===== src/rtl/axis_uart_tx_cfg.sv =====
// ---------------------------------------------------------------------------
// axis_uart_tx_cfg
// AXI-Stream to UART serial transmitter with a runtime-configurable frame
// format. The data bit count, parity mode, stop bit count and baud divider
// are captured on the accepting handshake and stay fixed for the whole frame.
//
// Ports
//   clk_i          system clock, rising edge
//   arstn_i        asynchronous active-low reset
//   clk_divider_i  clk_i cycles per UART bit (0 behaves as 1)
//   data_bits_i    data bits per frame, clamped to [5, DATA_WIDTH]
//   parity_mode_i  00 none, 01 odd, 10 even, 11 none
//   stop_bits_i    0 = one stop bit, 1 = two stop bits
//   s_axis_tdata   word to send, LSB first
//   s_axis_tvalid  source valid
//   s_axis_tready  sink ready (high only in IDLE)
//   uart_tx_o      registered serial line, idle high
//   busy_o         registered, high while a frame is on the line
// ---------------------------------------------------------------------------
module axis_uart_tx_cfg #(
    parameter int DATA_WIDTH    = 8,
    parameter int DIVIDER_WIDTH = 32
) (
    input  logic                     clk_i,
    input  logic                     arstn_i,
    input  logic [DIVIDER_WIDTH-1:0] clk_divider_i,
    input  logic [3:0]               data_bits_i,
    input  logic [1:0]               parity_mode_i,
    input  logic                     stop_bits_i,
    input  logic [DATA_WIDTH-1:0]    s_axis_tdata,
    input  logic                     s_axis_tvalid,
    output logic                     s_axis_tready,
    output logic                     uart_tx_o,
    output logic                     busy_o
);

    localparam int IDX_W = $clog2(DATA_WIDTH);
    localparam logic [3:0] MIN_BITS = 4'd5;
    localparam logic [3:0] MAX_BITS = 4'(DATA_WIDTH);
    localparam logic [DIVIDER_WIDTH-1:0] DIV_ONE = {{(DIVIDER_WIDTH-1){1'b0}}, 1'b1};
    localparam logic [IDX_W-1:0] IDX_ONE = {{(IDX_W-1){1'b0}}, 1'b1};

    typedef enum logic [2:0] {IDLE, START, DATA, PARITY, STOP} state_t;

    state_t                   state_reg, state_next;
    logic [DIVIDER_WIDTH-1:0] div_cnt_reg, div_cnt_next;
    logic [IDX_W-1:0]         bit_idx_reg, bit_idx_next;
    logic                     stop_second_reg, stop_second_next;
    logic [DATA_WIDTH-1:0]    data_reg, data_next;
    logic [3:0]               nbits_reg, nbits_next;
    logic [1:0]               parity_reg, parity_next;
    logic                     stop2_reg, stop2_next;
    logic [DIVIDER_WIDTH-1:0] period_reg, period_next;
    logic                     tx_reg;
    logic                     busy_reg;

    logic [DATA_WIDTH-1:0]    bit_mask;
    logic [3:0]               eff_bits;
    logic [DIVIDER_WIDTH-1:0] eff_period;
    logic                     tick;
    logic                     last_bit;
    logic                     parity_en;
    logic                     parity_bit;
    logic                     tx_bit;

    // Only the transmitted bits contribute to parity.
    genvar gi;
    generate
        for (gi = 0; gi < DATA_WIDTH; gi++) begin : g_mask
            assign bit_mask[gi] = (nbits_reg > 4'(gi));
        end
    endgenerate

    always_comb begin
        eff_bits = data_bits_i;
        if (data_bits_i < MIN_BITS) begin
            eff_bits = MIN_BITS;
        end else if (data_bits_i > MAX_BITS) begin
            eff_bits = MAX_BITS;
        end
    end

    assign eff_period = (clk_divider_i == '0) ? DIV_ONE : clk_divider_i;
    assign tick       = (div_cnt_reg == period_reg - DIV_ONE);
    assign last_bit   = (4'(bit_idx_reg) == nbits_reg - 4'd1);
    assign parity_en  = (parity_reg == 2'b01) || (parity_reg == 2'b10);
    assign parity_bit = (parity_reg == 2'b01) ? ~(^(data_reg & bit_mask))
                                              :  (^(data_reg & bit_mask));

    always_comb begin
        tx_bit = 1'b1;
        case (state_reg)
            START:   tx_bit = 1'b0;
            DATA:    tx_bit = data_reg[bit_idx_reg];
            PARITY:  tx_bit = parity_bit;
            default: tx_bit = 1'b1;
        endcase
    end

    always_comb begin
        state_next       = state_reg;
        div_cnt_next     = div_cnt_reg;
        bit_idx_next     = bit_idx_reg;
        stop_second_next = stop_second_reg;
        data_next        = data_reg;
        nbits_next       = nbits_reg;
        parity_next      = parity_reg;
        stop2_next       = stop2_reg;
        period_next      = period_reg;

        if (state_reg == IDLE) begin
            if (s_axis_tvalid) begin
                state_next       = START;
                div_cnt_next     = '0;
                bit_idx_next     = '0;
                stop_second_next = 1'b0;
                data_next        = s_axis_tdata;
                nbits_next       = eff_bits;
                parity_next      = parity_mode_i;
                stop2_next       = stop_bits_i;
                period_next      = eff_period;
            end
        end else if (!tick) begin
            div_cnt_next = div_cnt_reg + DIV_ONE;
        end else begin
            div_cnt_next = '0;
            case (state_reg)
                START: state_next = DATA;
                DATA: begin
                    if (last_bit) begin
                        state_next = parity_en ? PARITY : STOP;
                    end else begin
                        bit_idx_next = bit_idx_reg + IDX_ONE;
                    end
                end
                PARITY: state_next = STOP;
                STOP: begin
                    // Two stop bits are two back-to-back P-cycle periods.
                    if (stop2_reg && !stop_second_reg) begin
                        stop_second_next = 1'b1;
                    end else begin
                        state_next = IDLE;
                    end
                end
                default: state_next = IDLE;
            endcase
        end
    end

    always_ff @(posedge clk_i or negedge arstn_i) begin
        if (!arstn_i) begin
            state_reg       <= IDLE;
            div_cnt_reg     <= '0;
            bit_idx_reg     <= '0;
            stop_second_reg <= 1'b0;
            data_reg        <= '0;
            nbits_reg       <= '0;
            parity_reg      <= '0;
            stop2_reg       <= 1'b0;
            period_reg      <= '0;
            tx_reg          <= 1'b1;
            busy_reg        <= 1'b0;
        end else begin
            state_reg       <= state_next;
            div_cnt_reg     <= div_cnt_next;
            bit_idx_reg     <= bit_idx_next;
            stop_second_reg <= stop_second_next;
            data_reg        <= data_next;
            nbits_reg       <= nbits_next;
            parity_reg      <= parity_next;
            stop2_reg       <= stop2_next;
            period_reg      <= period_next;
            // Line and busy are registered from the current state, so both
            // trail the state register by one cycle and move together.
            tx_reg          <= tx_bit;
            busy_reg        <= (state_reg != IDLE);
        end
    end

    assign s_axis_tready = (state_reg == IDLE);
    assign uart_tx_o     = tx_reg;
    assign busy_o        = busy_reg;

endmodule

===== config.mk =====
export PLATFORM = sky130hd
export DESIGN_NAME = axis_uart_tx_cfg
export DESIGN_NICKNAME = d
export VERILOG_FILES = /design/src/rtl/axis_uart_tx_cfg.sv
export SDC_FILE = /design/constraint.sdc
export NUM_CORES = 1
export LEC_CHECK = 0
export BUFFER_PORTS_ARGS = -buffer_cell sky130_fd_sc_hd__buf_2
export CORE_ASPECT_RATIO = 2
export CORE_MARGIN = 3
export CORE_UTILIZATION = 35
export CTS_BUF_LIST = sky130_fd_sc_hd__clkbuf_16
export DETAILED_ROUTE_END_ITERATION = 10
export PLACE_DENSITY_LB_ADDON = 0.3
export SETUP_SLACK_MARGIN = 0.4
export SLEW_MARGIN = 10
export SYNTH_ARGS = -nofsm -noshare
export SYNTH_HDL_FRONTEND = slang
export SYNTH_SLANG_ARGS = --single-unit

===== constraint.sdc =====
create_clock -name clk_i -period 3.3 [get_ports clk_i]
set_clock_uncertainty 0.15 [all_clocks]
set_input_delay 0.495 -clock clk_i [delete_from_list [all_inputs] [get_ports clk_i]]
set_output_delay 0.495 -clock clk_i [all_outputs]
set_load 0.05 [all_outputs]

; Word-level counts from Yosys, hierarchy flattened
; Index checks and enable logic that the tools add are counted.
[classes]
n_addsub = 4
order_cmp = 11
eq_ne = 12
n_mux = 27
bitwise_logic = 2
reduce_logical = 15
[op_table]
columns = cell, n
row1 = $mux W32, 4
row2 = $mux W3, 11
row3 = $add A32 B1 Y32 const B, 1
row4 = $eq A32 B32 Y1, 1
row5 = $logic_not A32 Y1, 1
row6 = $sub A32 B1 Y32 const B, 1
row7 = $gt A4 B3 Y1 const B, 4
row8 = $pmux W3 S4, 1
row9 = $reduce_and A4 Y1, 3
row10 = $and A8 B8 Y8, 1
row11 = $gt A4 B1 Y1 const B, 2
row12 = $gt A4 B2 Y1 const B, 2
row13 = $mux W4, 2
row14 = $reduce_bool A2 Y1, 4
row15 = $reduce_xor A8 Y1, 1
row16 = $mux W1, 7
row17 = $eq A3 B2 Y1 const B, 2
row18 = $ne A3 B3 Y1 const B, 2
row19 = $eq A3 B4 Y1, 1
row20 = $gt A4 B4 Y1 const B, 1
row21 = $lt A3 B4 Y1 const B, 1
row22 = $lt A4 B3 Y1 const B, 1
row23 = $ne A2 B2 Y1 const B, 2
row24 = $sub A4 B1 Y4 const B, 1
row25 = other kinds (14), 14
[totals]
reg_bits = 88
input_bits = 50
out_inout_bits = 3
elab_cells = 82

; Depth between registers and ports, before layout
; Gate-level depths: netlist (run 1).
[depth]
ltp_word = 7
ltp_mapped = 13
depth_no_buf = 11

; Worst setup path before layout (run 1)
; No wires, ideal clock.
[synth_path]
path_kind = register to register
from = register period_reg[9]
to = register state_reg[2]
setup_time_ns = 0.124
arrival_time_ns = 3.003
t_required_ns = 3.026
path_slack_ns = 0.023
path_stages_with_launch = 12
path_buffers = 3
period_less_slack_ns = 3.277
cell_sequence = dfrtp_1 > buf_6 > or4_4 > nor4_4 > nor4b_4 > mux2_1 > a31oi_1 > o22a_1 > o2111ai_2 > buf_6 > buf_6 > o31a_1
[synth_via]
elab_chain_len = 4
[synth_lines]
columns = item, line
row1 = from (decl), 53  ; logic [DIVIDER_WIDTH-1:0] period_reg, period_next;
row2 = from (signal assigned), 172  ; period_reg <= period_next;
row3 = $sub A32 B1 Y32, 84  ; assign tick = (div_cnt_reg == period_reg - DIV_ONE);
row4 = $eq A32 B32 Y1, 84
row5 = $reduce_bool A2 Y1 (no source line), --
row6 = $reduce_and A4 Y1 (no source line), --
row7 = to (signal assigned), 164  ; state_reg <= state_next;
row8 = to (decl), 45  ; state_t state_reg, state_next;
; No other way between the ends.
; A chain may end at the register's enable or synchronous reset.

; Final worst setup path (run 1)
[layout_path]
from = register period_reg[4]
to = register bit_idx_reg[0]
[layout_via]
elab_chain_len = 4
[layout_lines]
columns = item, line
row1 = $sub A32 B1 Y32, 84
row2 = $eq A32 B32 Y1, 84
row3 = $reduce_bool A2 Y1 (no source line), --
row4 = $reduce_and A4 Y1 (no source line), --
row5 = to (signal assigned), 166  ; bit_idx_reg <= bit_idx_next;
row6 = to (decl), 47  ; logic [IDX_W-1:0] bit_idx_reg, bit_idx_next;
; No other way between the ends.

==> flow_summary.yaml, run 1 <==
worst_setup_path:
  crit_start: "period_reg[4]"
  critPathCaptureType: "register"
  arrival_ns: 3.66
  worstPathRequired_ns: 3.44
  crit_fanout: 4
  r2r_start: "period_reg[4]"
  worst-r2r-cell-count: 11
  path_class: "register to register"
  critPathLaunchType: "register"
clock_tree:
  clkLatencyLatePin_ns: 0.35
  cts_inserted_buffers: 9
  clock_path_buffers: 2
  h-tree-depth: 3
  cts_root_buf: "clkbuf_16"
  clock-sinks: 88
  cts_tree: "built"
  cts.clk_slew.worst_paths_ns: 0.06
sta:
  slew_viol_final: 0
  relSlewSlack_pct: 53.40
  rsz0062_at_grt: "yes"
  worst_pin_slew_ns: 0.6990
  fmax_mhz: 283.5
  fin_crit_ns: 3.527
  setup_ws_ns: -0.2271
  finalCritPeriodShare_pct: 106.9
  hold_viol: 0
  whs_ns: 0.03647
  finalSetupViolCount: 38
floorplan:
  die_x_um: 96.39
  rows: 65
  die_h_um: 186.8
  io-pin-count: 53
  design.core.area_um2: 15940
  initial_core_util_pct: 35.88
  dieArea_um2: 18000
grt:
  antenna_found_initial: 0
  grt_pass1_vias: 5748
  grt_overflow: 0
  grt_max_degree: 53
  grt_util_all_layers_pct: 21.54
  grt_pass1_wl_um: 29630
logic_synthesis:
  synth_area_leaders: "dfrtp_1 (38%), nand2_1 (12%), nand4_1 (3.9%)"
  synth_edf_count: 0
  syn_area_per_cell_um2: 8.217
  synth_area_um2: 5719
  synth-seq-cells: 88
  synth_mux_area_share_pct: 2.603
  yosysSeqAreaShare_pct: 38.53
  synth_compound_area_share_pct: 13.06
  synth-adder-area-share_pct: 1.531
  synth_top_family_by_area: "simple AND/OR/NAND/NOR gates"
  yosys.area.top_type: "dfrtp_1"
  synth-xor-area-share_pct: 6.891
  synth_simple_gate_area_share_pct: 32.53
  syn_inst: 696
  yosysUniqueCellTypes: 73
  syn_nets: 753
  yosys_warnings: 0
  synth-main-ff-cell: "dfrtp_1"
  synth_top_area_share_pct: 38.07
  postSynth.asyncResetShare_pct: 100.0
run_status:
  outcome: "complete, but fails checks"
  violations: "setup timing"
final_layout:
  drive_above_1_share_pct: 22.42
  synthToLayoutAreaGrowth_pct: 25.81
  instances_no_fill: 1004
  nets: 855
  diodes: 0
power_and_ir_drop:
  leakage_uw: 0.003312
  power_density_nw_per_um2: 309.8
  ir_drop_uv: 273.4
run:
  drv_cap: 0
placement:
  gp_routability_congestion: 1.003
  io_buffers: 52
  placed_cells: 978
  hpwlAfterDp_um: 14030
detailed_routing:
  ant_nets: 0
  drt_iter0_markers: 310
  drc: 0
  vias_per_cell: 5.631
  vias: 5654
  drt_pass1_iterations: 5
  routedWlPerCell_um: 18.49
  drt-total-wl_um: 18570
hold_path:
  min_path_type: "input port to asynchronous set/reset pin"
[kinds of logic after synthesis]
family / after synthesis
AOI/OAI and AO/OA: 107
xor gates and xnor gates: 45
adders and majority gates: 7
buffers and inverters: 63
DFF: 88
muxes: 12
and+or+nand+nor: 374
[worst max-delay path, cell delays in order (launching register included)]
cell       delay (ns)
dfrtp_1          0.42
or4_4            0.51
buf_4            0.15
nor3_1           0.36
a31oi_1          0.14
a211oi_1         0.23
nand4_1          0.18
nor4_4           0.36
o2111ai_4        0.21
buf_6            0.18
or4b_1           0.49
nand3_1          0.08
[cell usage in the layout, fill, tap and decap left out, types with 4 or more instances in the layout]
cell	count
o22ai_1	5
clkbuf_16	9
xnor2_1	21
buf_12	4
inv_1	24
o311ai_1	16
nand4_1	36
buf_2	51
a31oi_1	13
nor4_1	19
or3_1	5
dfrtp_1	87
nor2b_1	4
nand4b_1	5
nand3_1	28
nor3_1	17
a21oi_1	10
and3_1	4
o21ai_0	23
nand2b_1	4
xor2_1	24
o211ai_1	7
ha_1	7
or2_2	5
and2_1	6
mux2i_1	7
or4_1	4
buf_4	69
nand2_1	177
nor2_1	34
[where the power goes]
group	leakage (uW)	total, uW	internal [uW]	switching, uW
registers	0.00114	1080	1080	0
logic	0.00202	66.2	25.2	40.9
clock network	0.000150	1080	656	428
total	0.00331	2230	1760	469
[per-layer routing]
metal | vias up | routed length, um | GRT usage [%]
met3 | 74 | 511 | 2.501
met2 | 169 | 10610 | 40.61
met5 | - | 0 | 0
met4 | 0 | 1248 | 12.97
met1 | 2707 | 6194 | 21.20
li1 | 2704 | - | -
[through the flow]
stage	utilization, %	total power (uW)	setup TNS [ns]	setup WS, ns	cell area (um2)
6_report	45.14	2229	-6.294	-0.2271	7196
3_5_place_dp	41.58	1166	-9.042	-0.3083	6628
2_1_floorplan	-	1102	0	0.03746	5748
4_1_cts	44.72	2252	-5.371	-0.2032	7128
3_3_place_gp	41.58	1166	-5.893	-0.2117	6628
5_1_grt	45.14	2296	-10.85	-0.3531	7196
[final cells by class]
type                            count  area (um2)
Inverter                           23       86.33
Clock buffer                        9       225.2
Sequential cell                    88        2203
Timing Repair Buffer              131       999.7
Clock inverter                      7       87.58
Fill cell                        1647        8745
Multi-Input combinational cell    545        3342
Tap cell                          201       251.5
[Yosys cell counts, types with 3 or more instances]
library cell / number
o311ai_0: 4
o21a_1: 3
nand2_1: 177
a211oi_1: 3
and2_1: 6
nor3_1: 17
nand3b_1: 3
nand2b_1: 4
nand3_1: 30
nor2b_1: 4
o211ai_1: 7
or2_2: 5
ha_1: 7
and4_1: 3
or4_1: 4
xnor2_1: 21
nand4_1: 36
clkbuf_1: 29
buf_6: 4
or3_1: 6
dfrtp_1: 87
o311ai_1: 14
and3_1: 4
xor2_1: 24
o21ai_0: 26
a31oi_1: 15
a21oi_1: 10
inv_1: 23
o22ai_1: 5
nand4b_1: 5
mux2i_1: 7
nor2_1: 35
nor4_1: 19
[path summary, 6_finish.rpt]
kind / endpoint / slack [ns]
hold reg to reg: stop2_reg / 0.33
setup / recovery: bit_idx_reg[0] / -0.23
hold / removal: period_reg[25] / 0.04
max in group asynchronous: div_cnt_reg[30] / 2.30
min in group clk_i: data_reg[6] / 0.18
setup reg to reg: bit_idx_reg[0] / -0.23
[what timing repair did]
action	in CTS	in global routing
setup buffers	6	1
endpoints found under the setup margin	39	39
gates resized for setup	11	9
hold buffers	0	0
pin swaps	13	2
cloned	3	0
endpoints found under the hold margin	0	0
Power figures use the tool's default switching activity.
==> run 2: changes to the inputs <==
- CTS_BUF_LIST: sky130_fd_sc_hd__clkbuf_16 -> sky130_fd_sc_hd__clkbuf_8
==> run 2 against run 1 <==
Effect of this change:
- the run ends with hold timing, setup timing left
- clock power is 21% lower
- clock-buffer cell count is 1 higher
- first-iteration DRC count is 12% lower
- combinational power is 0.6% lower
- flip-flop and latch count stayed put
- critical path type unchanged
- highest routed layer unchanged
==> flow_summary.yaml, run 2 (synthesis results as in run 1) <==
detailed_routing:
  drt-total-wl_um: 18330
  vias_per_cell: 5.570
  drt_iter0_markers: 274
  drt_pass1_iterations: 4
  routedWlPerCell_um: 18.31
  vias: 5576
  drc: 0
  ant_nets: 0
worst_setup_path:
  critical-path-max-stage-delay_ns: 0.56
  r2r_setup_slack_ns: -0.21
  critPathLaunchType: "register"
  arrival_ns: 3.61
  crit_fanout: 14
  critPathCaptureType: "register"
  r2r_end: "div_cnt_reg[24]"
  crit_chain: "or4_4 -> buf_4 -> nor3_1 -> a31oi_1 -> a211oi_1 -> nand4_1 -> nor4_2 -> o2111ai_4 -> buf_12 -> nand2_8 -> buf_12 -> o311ai_1"
  worstPathRequired_ns: 3.40
  worst-r2r-cell-count: 12
  path_class: "register to register"
  r2r_start: "period_reg[2]"
  slowest_stage: "or4_4"
  worst_path_most_repeated_cell: "buf_12"
floorplan:
  io-pin-count: 53
  design.core.area_um2: 15940
  die_x_um: 96.39
  die_h_um: 186.8
  dieArea_um2: 18000
  initial_core_util_pct: 35.88
  rows: 65
final_layout:
  multi_input_area_um2: 3316
  regArea_um2: 2203
  n_fill_cell: 1668
  final_cell_mix: "nand2_1 (177), dfrtp_1 (87), buf_4 (67)"
  synthToLayoutAreaGrowth_pct: 22.64
  post-route-cell-area_um2: 7014
  drive_above_1_share_pct: 21.88
  instances_no_fill: 1001
  diodes: 0
  mostFrequentLayoutCell: "nand2_1"
  nets: 852
power_and_ir_drop:
  ir_drop_uv: 230.6
  finalPower_uw: 1992
  power_density_nw_per_um2: 284.0
  leakage_uw: 0.003226
  switchingPower_uw: 446.8
  netSwitchingFraction_pct: 22.43
  combPwrFrac_pct: 3.3
  pwr-share-clk_pct: 42.6
  p_int_uw: 1545
  power_frac_seq_pct: 54.1
run_status:
  violations: "hold timing, setup timing"
  outcome: "complete, but fails checks"
run:
  drv_cap: 0
sta:
  rsz0062_at_grt: "yes"
  slew_viol_final: 0
  worst_pin_slew_ns: 0.6947
  whs_ns: -0.003346
  fin_crit_ns: 3.507
  fmax_mhz: 285.1
  relSlewSlack_pct: 53.68
  setup_ws_ns: -0.2073
  hold_viol: 2
  finalCritPeriodShare_pct: 106.3
  finalSetupViolCount: 39
grt:
  grt_pass1_vias: 5645
  grt_pass1_wl_um: 29170
  grt_util_all_layers_pct: 21.24
  grt_overflow: 0
  grt_max_degree: 53
  antenna_found_initial: 0
clock_tree:
  cts_inserted_buffers: 9
  cts_root_buf: "clkbuf_8"
  cts.clk_slew.worst_paths_ns: 0.09
  clock_path_buffers: 2
  h-tree-depth: 3
  clock-sinks: 88
  clkLatencyLatePin_ns: 0.39
  holdBufCountCts: 0
  cts_tree: "built"
placement:
  hpwlAfterDp_um: 14030
  gp_routability_congestion: 1.003
  placed_cells: 978
  io_buffers: 52
  placed_cell_area_um2: 6628
hold_path:
  min_path_type: "input port to asynchronous set/reset pin"
-- run 2: power groups by stage --
stage	logic, uW	clock network, uW	registers [uW]
2_1_floorplan	2.94	0	1100
3_3_place_gp	67.6	0	1100
3_5_place_dp	67.7	0	1100
4_1_cts	67.9	866	1080
5_1_grt	74.2	904	1080
6_report	65.8	849	1080
-- run 2: area by class of cell --
cell class | instances | area share (%)
Multi-Input combinational cell | 545 | 47.27
Inverter | 23 | 1.231
Timing Repair Buffer | 128 | 13.34
Tap cell | 201 | 3.585
Clock buffer | 10 | 1.962
Sequential cell | 88 | 31.41
Clock inverter | 6 | 1.195
-- run 2: worst max-delay path by stage --
| stage | endpoint | slack (ns) | startpoint | cells past startpoint |
|---|---|---|---|---|
| 2_1_floorplan | state_reg[2] | 0.04 | period_reg[10] | 10 |
| 5_1_grt | bit_idx_reg[0] | -0.34 | period_reg[12] | 10 |
| 4_1_cts | bit_idx_reg[0] | -0.18 | period_reg[2] | 10 |
| 3_3_place_gp | div_cnt_reg[24] | -0.21 | period_reg[12] | 12 |
| 3_5_place_dp | div_cnt_reg[24] | -0.31 | period_reg[12] | 12 |
| 6_report | div_cnt_reg[24] | -0.21 | period_reg[2] | 12 |
-- run 2: repair_timing --
action                                  4_1_cts  5_1_grt
gates cloned                                  1        1
pin swaps                                     2        5
endpoints found under the setup margin       39       39
setup buffers                                 4        1
resized for setup                            10        6
-- run 2: metrics by stage --
stage	util [%]	setup WS (ns)	hold slack [ns]	setup TNS (ns)
finish	44.00	-0.2073	-0.003346	-6.461
global route	44.00	-0.3420	0.04255	-11.38
CTS	43.56	-0.1755	0.02250	-5.059
detailed placement	41.58	-0.3083	0.3159	-9.042
global placement	41.58	-0.2117	0.3129	-5.893
floorplan	-	0.03746	0.04941	0
-- run 2: worst max-delay path: cells and delay by family, from the launching register on --
family                 cells  cell delay [ns]
AOI/OAI and AO/OA          4             0.79
buffers and inverters      3             0.53
DFF                        1             0.39
and+or+nand+nor            5             1.52
-- run 2: metal layers --
layer	part of all wire, %	global-route usage, %	wire length (um)	vias up
li1	-	-	-	2705
met1	33	21.12	6125	2660
met2	57	39.41	10500	139
met3	2.5	2.420	461	72
met4	6.8	13.68	1243	0
met5	0	0	0	-
==> run 3: changes to the inputs <==
- clock period: 3.3 -> 4.5 ns (I/O delays scaled with it)
==> run 3 against run 2 <==
Effect of this change:
- largest cell class unchanged
- maximum frequency is 7.0% lower
- the run now ends clean
- critical path depth is 2 lower
- core utilization is 4.0 points lower
- largest power group unchanged
- global-route usage is 0.49 points lower
- wire length is 3.5% lower
==> flow_summary.yaml, run 3 (synthesis results as in run 1) <==
clock_tree:
  h-tree-depth: 3
  clkLatencyLatePin_ns: 0.38
  holdBufCountCts: 0
  clock_path_buffers: 2
  cts_root_buf: "clkbuf_8"
  cts_tree: "built"
  clock-sinks: 88
  cts_inserted_buffers: 9
  cts_setup_buffers: 0
  cts.clk_slew.worst_paths_ns: 0.09
final_layout:
  final_cell_mix: "nand2_1 (177), dfrtp_1 (87), buf_2 (51)"
  multi_input_area_um2: 3269
  instances_no_fill: 935
  mostFrequentLayoutCell: "nand2_1"
  regArea_um2: 2203
  nets: 787
  diodes: 0
  n_fill_cell: 1728
  fin_util_pct: 40.00
  drive_above_1_share_pct: 14.17
  synthToLayoutAreaGrowth_pct: 11.49
detailed_routing:
  routedWlPerCell_um: 18.92
  drt_iter0_markers: 254
  ant_nets: 0
  drt-total-wl_um: 17690
  vias: 5411
  drc: 0
  drt_pass1_iterations: 5
  vias_per_cell: 5.787
run:
  drv_cap: 0
worst_setup_path:
  arrival_ns: 3.88
  critPathCaptureType: "register"
  critPathLaunchType: "register"
  worstPathRequired_ns: 4.61
  path_class: "register to register"
  crit_fanout: 26
power_and_ir_drop:
  ir_drop_uv: 192.9
  switchingPower_uw: 328.5
  leakage_uw: 0.002831
  power_frac_seq_pct: 53.6
  p_int_uw: 1145
  power_density_nw_per_um2: 231.1
  netSwitchingFraction_pct: 22.30
  pwr-share-clk_pct: 43.2
  finalPower_uw: 1473
  combPwrFrac_pct: 3.2
placement:
  io_buffers: 52
  placed_cells: 920
  pre_cts_ws_ns: 0.6288
  hpwlAfterDp_um: 13450
  gp_routability_congestion: 0.8925
hold_path:
  min_path_type: "input port to asynchronous set/reset pin"
sta:
  rsz0062_at_grt: "no"
  setup_ws_ns: 0.7275
  fin_crit_ns: 3.772
  tns_ns: 0
  slew_viol_final: 0
  finalSetupViolCount: 0
  fmax_mhz: 265.1
  hold_viol: 0
  finalCritPeriodShare_pct: 83.83
  worst_pin_slew_ns: 0.8486
  relSlewSlack_pct: 43.42
floorplan:
  die_x_um: 96.39
  design.core.area_um2: 15940
  die_h_um: 186.8
  initial_core_util_pct: 35.88
  rows: 65
  io-pin-count: 53
  dieArea_um2: 18000
grt:
  grt_pass1_wl_um: 28490
  grt_pass1_vias: 5494
  grt_max_degree: 63
  antenna_found_initial: 0
  grt_overflow: 0
  grt_util_all_layers_pct: 20.75
run_status:
  outcome: "finished, final reports clean"
-- run 3: layout make-up --
class / count / share of cell area (%)
tap: 201 / 3.944
inverter: 23 / 1.354
clock buffer: 11 / 2.374
clock inverter: 4 / 1.079
multi-input combinational: 545 / 51.28
timing repair buffer: 63 / 5.416
sequential: 88 / 34.56
-- run 3: layer usage --
layer | track usage [%] | up-vias | routed length [um]
li1 | - | 2562 | -
met1 | 20.48 | 2629 | 5937
met2 | 37.68 | 153 | 9937
met3 | 2.541 | 67 | 480
met4 | 15.14 | 0 | 1338
met5 | 0 | - | 0
-- run 3: worst max-delay path: stages, from the launching register on --
cell and delay, ns:
dfrtp_1 0.49, nor3_1 0.51, nand4_1 0.35, nor4_2 0.39
xnor2_1 0.19, nand4_1 0.17, nor4_2 0.42, o2111ai_4 0.34
buf_4 0.34, a31oi_1 0.19, o22ai_1 0.11
-- run 3: metrics by stage --
| step | hold WS, ns | area, um2 |
|---|---|---|
| global placement | 0.3087 | 6145 |
| finish | 0.2351 | 6376 |
| floorplan | 0.2294 | 5719 |
| detailed placement | 0.3159 | 6145 |
| CTS | 0.2724 | 6365 |
| global route | 0.2973 | 6376 |
-- run 3: final timing paths --
check / depth (start not counted) / endpoint / start / slack, ns
hold / removal: 1 / period_reg[12] / arstn_i / 0.24
min in group clk_i: 3 / data_reg[0] / s_axis_tdata[0] / 0.32
hold reg to reg: 2 / parity_reg[0] / parity_reg[0] / 0.34
setup / recovery: 10 / div_cnt_reg[17] / period_reg[11] / 0.73
max in group asynchronous: 2 / uart_tx_o / arstn_i / 3.04
setup reg to reg: 10 / div_cnt_reg[17] / period_reg[11] / 0.73
-- run 3: repair_timing --
| item | CTS | global route |
|---|---|---|
| hold endpoints to repair | 0 | 0 |
| endpoints found under the setup margin | 0 | 29 |
| gates resized for setup | 0 | 2 |
-- run 3: power groups by stage --
stage	sequential, uW	clock, uW	combinational, uW
floorplan	806	0	2.16
global placement	806	0	48.0
detailed placement	806	0	48.2
CTS	790	651	48.4
global route	790	679	52.7
finish	790	637	46.5
